`src/rtl/codec_capture_pkg.sv`:
```
// Shared audio constants for the codec capture path.
package codec_capture_pkg;
  localparam int SAMPLE_WIDTH = 18;
  localparam int FIFO_DEPTH   = 8;

  // fill_level needs one more bit than the pointers so a full FIFO is representable
  function automatic int level_bits(input int depth);
    return $clog2(depth) + 1;
  endfunction
endpackage

```
`src/rtl/codec_capture_if.sv`:
```
// Frame/sample/consumer signal bundle between the codec capture block and its environment.
interface codec_capture_if
  import codec_capture_pkg::*;
#(
  parameter int WIDTH = SAMPLE_WIDTH,
  parameter int DEPTH = FIFO_DEPTH
);
  localparam int LW = level_bits(DEPTH);

  logic             new_frame;
  logic [WIDTH-1:0] codec_sample;
  logic [WIDTH-1:0] sample_out;
  logic             sample_valid;
  logic             sample_ready;
  logic [LW-1:0]    fill_level;
  logic             overflow;
  logic             clear_overflow;

  modport master (
    output new_frame, codec_sample, sample_ready, clear_overflow,
    input  sample_out, sample_valid, fill_level, overflow
  );

  modport slave (
    input  new_frame, codec_sample, sample_ready, clear_overflow,
    output sample_out, sample_valid, fill_level, overflow
  );
endinterface

```
`src/rtl/codec_capture_sync_fifo.sv`:
```
// Power-of-two synchronous FIFO with combinational head read; contents survive reset.
module sync_fifo
  import codec_capture_pkg::*;
#(
  parameter int WIDTH = SAMPLE_WIDTH,
  parameter int DEPTH = FIFO_DEPTH
) (
  input  logic                        clk,
  input  logic                        reset,
  input  logic                        push,
  input  logic                        pop,
  input  logic [WIDTH-1:0]            din,
  output logic [WIDTH-1:0]            dout,
  output logic                        full,
  output logic                        empty,
  output logic [level_bits(DEPTH)-1:0] count
);
  localparam int AW = $clog2(DEPTH);
  localparam int CW = AW + 1;

  logic [WIDTH-1:0] r_mem [DEPTH];
  logic [AW-1:0]    r_wr_ptr;
  logic [AW-1:0]    r_rd_ptr;
  logic [CW-1:0]    r_count;
  logic             w_push;
  logic             w_pop;

  assign empty  = (r_count == '0);
  assign full   = (r_count == CW'(DEPTH));
  assign w_pop  = pop & ~empty;
  // A full FIFO still accepts a write when the head leaves in the same cycle
  assign w_push = push & (~full | w_pop);
  assign dout   = r_mem[r_rd_ptr];
  assign count  = r_count;

  always_ff @(posedge clk) begin
    if (w_push) r_mem[r_wr_ptr] <= din;
  end

  always_ff @(posedge clk or posedge reset) begin
    if (reset) begin
      r_wr_ptr <= '0;
      r_rd_ptr <= '0;
      r_count  <= '0;
    end else begin
      if (w_push) r_wr_ptr <= r_wr_ptr + 1'b1;
      if (w_pop)  r_rd_ptr <= r_rd_ptr + 1'b1;
      case ({w_push, w_pop})
        2'b10:   r_count <= r_count + 1'b1;
        2'b01:   r_count <= r_count - 1'b1;
        default: r_count <= r_count;
      endcase
    end
  end
endmodule

```
`src/rtl/codec_capture.sv`:
```
// Captures one codec sample per rising edge of new_frame into a FIFO, flagging dropped samples.
module codec_capture
  import codec_capture_pkg::*;
#(
  parameter int WIDTH = SAMPLE_WIDTH,
  parameter int DEPTH = FIFO_DEPTH
) (
  input  logic            clk,
  input  logic            reset,
  codec_capture_if.slave  bus
);
  logic                         r_prev_frame;
  logic                         r_overflow;
  logic                         w_capture;
  logic                         w_pop;
  logic                         w_drop;
  logic                         w_full;
  logic                         w_empty;
  logic [WIDTH-1:0]             w_dout;
  logic [level_bits(DEPTH)-1:0] w_count;

  assign w_capture = bus.new_frame & ~r_prev_frame;
  assign w_pop     = ~w_empty & bus.sample_ready;
  assign w_drop    = w_capture & w_full & ~w_pop;

  assign bus.sample_out   = w_dout;
  assign bus.sample_valid = ~w_empty;
  assign bus.fill_level   = w_count;
  assign bus.overflow     = r_overflow;

  sync_fifo #(.WIDTH(WIDTH), .DEPTH(DEPTH)) u_fifo (
    .clk   (clk),
    .reset (reset),
    .push  (w_capture),
    .pop   (bus.sample_ready),
    .din   (bus.codec_sample),
    .dout  (w_dout),
    .full  (w_full),
    .empty (w_empty),
    .count (w_count)
  );

  // prev_frame resets high so a strobe already asserted at release is not taken as an edge
  always_ff @(posedge clk or posedge reset) begin
    if (reset) begin
      r_prev_frame <= 1'b1;
      r_overflow   <= 1'b0;
    end else begin
      r_prev_frame <= bus.new_frame;
      if (w_drop)                  r_overflow <= 1'b1;
      else if (bus.clear_overflow) r_overflow <= 1'b0;
    end
  end
endmodule

```
`src/flat_wrapper.sv`:
```
// flat-port wrapper written by rule: the top's interface ports become plain ports
module codec_capture_flat import codec_capture_pkg::*;
#(
  parameter int WIDTH = SAMPLE_WIDTH,
  parameter int DEPTH = FIFO_DEPTH
)
  (clk, reset, bus_new_frame, bus_codec_sample, bus_sample_ready, bus_clear_overflow, bus_sample_out, bus_sample_valid, bus_fill_level, bus_overflow);
  codec_capture_if #(.WIDTH(WIDTH), .DEPTH(DEPTH)) bus_i ();
  input  logic clk;
  input  logic reset;
  input wire logic [$bits(bus_i.new_frame)-1:0] bus_new_frame;
  input wire logic [$bits(bus_i.codec_sample)-1:0] bus_codec_sample;
  input wire logic [$bits(bus_i.sample_ready)-1:0] bus_sample_ready;
  input wire logic [$bits(bus_i.clear_overflow)-1:0] bus_clear_overflow;
  output wire logic [$bits(bus_i.sample_out)-1:0] bus_sample_out;
  output wire logic [$bits(bus_i.sample_valid)-1:0] bus_sample_valid;
  output wire logic [$bits(bus_i.fill_level)-1:0] bus_fill_level;
  output wire logic [$bits(bus_i.overflow)-1:0] bus_overflow;
  assign bus_i.new_frame = bus_new_frame;
  assign bus_i.codec_sample = bus_codec_sample;
  assign bus_i.sample_ready = bus_sample_ready;
  assign bus_i.clear_overflow = bus_clear_overflow;
  assign bus_sample_out = bus_i.sample_out;
  assign bus_sample_valid = bus_i.sample_valid;
  assign bus_fill_level = bus_i.fill_level;
  assign bus_overflow = bus_i.overflow;
  codec_capture #(.WIDTH(WIDTH), .DEPTH(DEPTH)) u_core (.clk(clk), .reset(reset), .bus(bus_i));
endmodule
```
`config.mk`:
```
export PLATFORM = sky130hd
export DESIGN_NAME = codec_capture_flat
export DESIGN_NICKNAME = d
export VERILOG_FILES = /design/src/rtl/codec_capture_pkg.sv /design/src/rtl/codec_capture_if.sv /design/src/rtl/codec_capture_sync_fifo.sv /design/src/rtl/codec_capture.sv /design/src/flat_wrapper.sv
export SDC_FILE = /design/constraint.sdc
export NUM_CORES = 1
export LEC_CHECK = 0
export CAP_MARGIN = 20
export CORE_MARGIN = 3
export CORE_UTILIZATION = 45
export CTS_BUF_LIST = sky130_fd_sc_hd__clkbuf_4 sky130_fd_sc_hd__clkbuf_8
export CTS_CLUSTER_SIZE = 12
export DETAILED_ROUTE_END_ITERATION = 8
export PLACE_DENSITY = 0.66
export SLEW_MARGIN = 20
export SYNTH_ARGS = -nofsm -noshare
export SYNTH_HDL_FRONTEND = slang
export SYNTH_SLANG_ARGS = --single-unit
```
`constraint.sdc`:
```
create_clock -name clk -period 8.7 [get_ports clk]
set_input_delay 1.74 -clock clk [delete_from_list [all_inputs] [get_ports clk]]
set_output_delay 1.74 -clock clk [all_outputs]
set_load 0.01 [all_outputs]
```
==> out/results.ini <==
[sta]
drv_slew=0
rsz0062_at_grt=no
fin_tns_setup_ns=0
finalSetupViolCount=0
finalHoldViolCount=0
fin_crit_ns=4.64
finClkSkew_ns=0.00855
worst_slack_ns=4.06
tightestPinTransition_ns=1.02
relSlewSlack_pct=32.0
fin_crit_sh_pct=53.3
fmax_ghz=0.216

[synthesis]
ys_types=33
ys_seq_elements=156
synth_warnings=0
synth.avg_cell_area_um2=22.6
synth_edf_count=144
synthCells=274
seq_area_frac_synth_pct=74.6
syn_nets=300
ys.flop_type=edfxtp_1
synthArstFlopShare_pct=7.69
syn-cell-area_um2=6200

[critical_path]
cp_slowest_cell=mux4_1
critPathLaunchType=flop
r2r-start=u_core.u_fifo.count[0]
rr_worst_depth=5
crit_path_cell_trace=buf_4 -> mux4_1 -> mux2_2 -> clkdlybuf4s50_1
worstPathMaxFanout=30
timing.reg2reg.setup_slack_ns=6.14
crit_path_end_kind=output pin
cp.arrival_ns=2.90
critPathKind=reg2out
required_ns=6.96
max_stage_delay_ns=0.65
rr_endpoint=u_core.u_fifo.r_mem[1][16]

[routing]
wirelength_um=10600
ant_nets=0
firstDrtPassIters=4
wl_per_cell_um=20.3
vias=2834
drt-initial-drc-count=240
vias_per_cell=5.41
drc=0

[cts]
cts.path.max_buffers=2
numClockSinks=156
hold_buffers=0
ctsRootBufferMaster=clkbuf_8
cts_setup_buffers=0
numCtsBuffers=17
post_cts_resized=0
htree_levels=4
clock_latency_ns=0.44
path_clk_slew_ns=0.07
cts_tree=done

[global_routing]
grt-ovfl-total=0
grt_pass1_vias=2876
grt_pass1_wl_um=16500
grt_max_degree=39
antenna_found_initial=0
gr-usage-all-layers_pct=15.3

[layout]
drive_gt1_share_pct=23.0
multi_input_comb_area_um2=1530
seq_area_um2=4630
insertedDiodeCount=0
area_growth_pct=18.2
nNetsFinal=361
fillers=1060

[worst_hold_path]
worstHoldStart=u_core.bus.overflow
hold_depth=2
min_path_type=reg2reg
min_to=u_core.bus.overflow

[floorplan]
coreArea_um2=13300
io_pins=47
die_area_um2=15200
row_count=42
die_x_um=123
die_h_um=123
start_util_pct=46.5

[power]
seq_power_share_pct=44.2
power_density_nw_per_um2=299
switching_power_w=0.000605
swShare_pct=27.6
power.internal_w=0.00159
clkPwrFrac_pct=25.5
total_power_w=0.00219
peakVddDrop_v=0.000120
power.leakage_nw=2.43
pwr-share-comb_pct=30.2

[placement]
hpwlAfterDp_um=6350
pre_cts_slack_ns=4.14
place.port_buffers=46
gp_congestion=0.759

[run]
max_cap_viol_count=0

[status]
status=finished clean

==> power by group through the flow <==
stage,clock network (W),logic [W],registers (W)
after floorplan,0,0.000455,0.000945
final,0.000560,0.000663,0.000971
after detailed placement,0,0.000670,0.000989
after global placement,0,0.000667,0.000986
after CTS,0.000576,0.000674,0.000973
after global routing,0.000611,0.000716,0.000980
==> cells in the mapped netlist, types with 3 or more instances <==
cell type	n	area, um^2
mux4_1	29	762
dfrtp_1	11	275
buf_2	4	20.0
xnor2_1	5	43.8
ha_1	3	37.5
buf_6	5	56.3
mux2_2	20	225
edfxtp_1	144	4320
nor2_1	6	22.5
mux4_2	7	158
nand2_1	6	22.5
inv_1	3	11.3
nand2b_1	3	18.8
nor3_1	6	30.0
xor2_1	3	26.3
==> registers in the layout, summed over array words and instances, names as in the netlist <==
signal	cells
u_core.r_prev_frame	1
u_core.u_fifo.r_wr_ptr	3
u_core.u_fifo.r_mem	144
u_core.u_fifo.count	4
u_core.u_fifo.r_rd_ptr	3
u_core.bus.overflow	1
==> cell families after synthesis <==
kind of cell	synth area share (%)
flip-flops	74.6
multiplexers	18.6
AND/OR/NAND/NOR	2.10
buffers and inverters	1.59
AO/OA/AOI/OAI	1.39
XOR/XNOR	1.13
adder cells (fa/ha/maj)	0.605
==> layout make-up <==
class / count / share of cell area (%)
clock inverter: 11 / 1.93
multi-input combinational: 103 / 20.8
sequential: 156 / 63.1
clock buffer: 21 / 3.86
inverter: 3 / 0.154
timing repair buffer: 54 / 7.10
tap: 176 / 3.00
==> metrics by stage <==
step	hold WS (ns)	utilization (%)	instances	area, um^2
4_1_cts	0.541	54.8	524	7320
5_1_grt	0.578	54.9	524	7330
2_1_floorplan	0.526	-	274	6200
6_report	0.532	54.9	524	7330
3_3_place_gp	0.532	51.6	492	6890
3_5_place_dp	0.531	51.6	492	6890
==> worst max path at each step <==
stage / slack, ns / cells after the start / to / start
after floorplan: 4.23 / 3 / u_core.u_fifo.r_mem[0][0] / bus_new_frame
final: 4.06 / 4 / bus_sample_out[10] / u_core.u_fifo.r_rd_ptr[0]
after detailed placement: 4.14 / 5 / u_core.u_fifo.r_mem[7][4] / bus_sample_ready
after global routing: 3.91 / 4 / bus_sample_out[5] / u_core.u_fifo.r_rd_ptr[0]
after CTS: 3.98 / 4 / bus_sample_out[10] / u_core.u_fifo.r_rd_ptr[0]
after global placement: 4.25 / 5 / u_core.u_fifo.r_mem[7][6] / bus_sample_ready
==> routing by layer <==
metal	share of wire [%]	routed length, um	GRT usage, %
met3	4.8	514	4.44
met2	50	5270	24.2
met1	44	4700	20.1
met4	1.3	133	6.44
met5	0	0	0
==> worst max-delay path, delay by kind of cell (launching register included) <==
kind	cells	cell delay, ns
mux	2	0.95
buf+inv	2	0.99
flops	1	0.51
==> placed cells by master (no fill, tap or decap), drive strengths merged, types with 2 or more instances in the layout <==
| master | Yosys | routed |
|---|---|---|
| buf | 10 | 8 |
| nor3 | 6 | 6 |
| o21ai | 2 | 2 |
| bufinv | 0 | 3 |
| clkdlybuf4s50 | 0 | 46 |
| xor2 | 3 | 3 |
| xnor2 | 5 | 5 |
| edfxtp | 144 | 144 |
| mux4 | 36 | 36 |
| or4 | 2 | 2 |
| nand2 | 6 | 6 |
| clkbuf | 2 | 21 |
| clkinvlp | 0 | 3 |
| inv | 3 | 3 |
| nand2b | 3 | 3 |
| mux2 | 20 | 20 |
| clkinv | 0 | 5 |
| ha | 3 | 3 |
| nor2 | 6 | 6 |
| dfrtp | 11 | 11 |
Power figures use the tool's default switching activity.
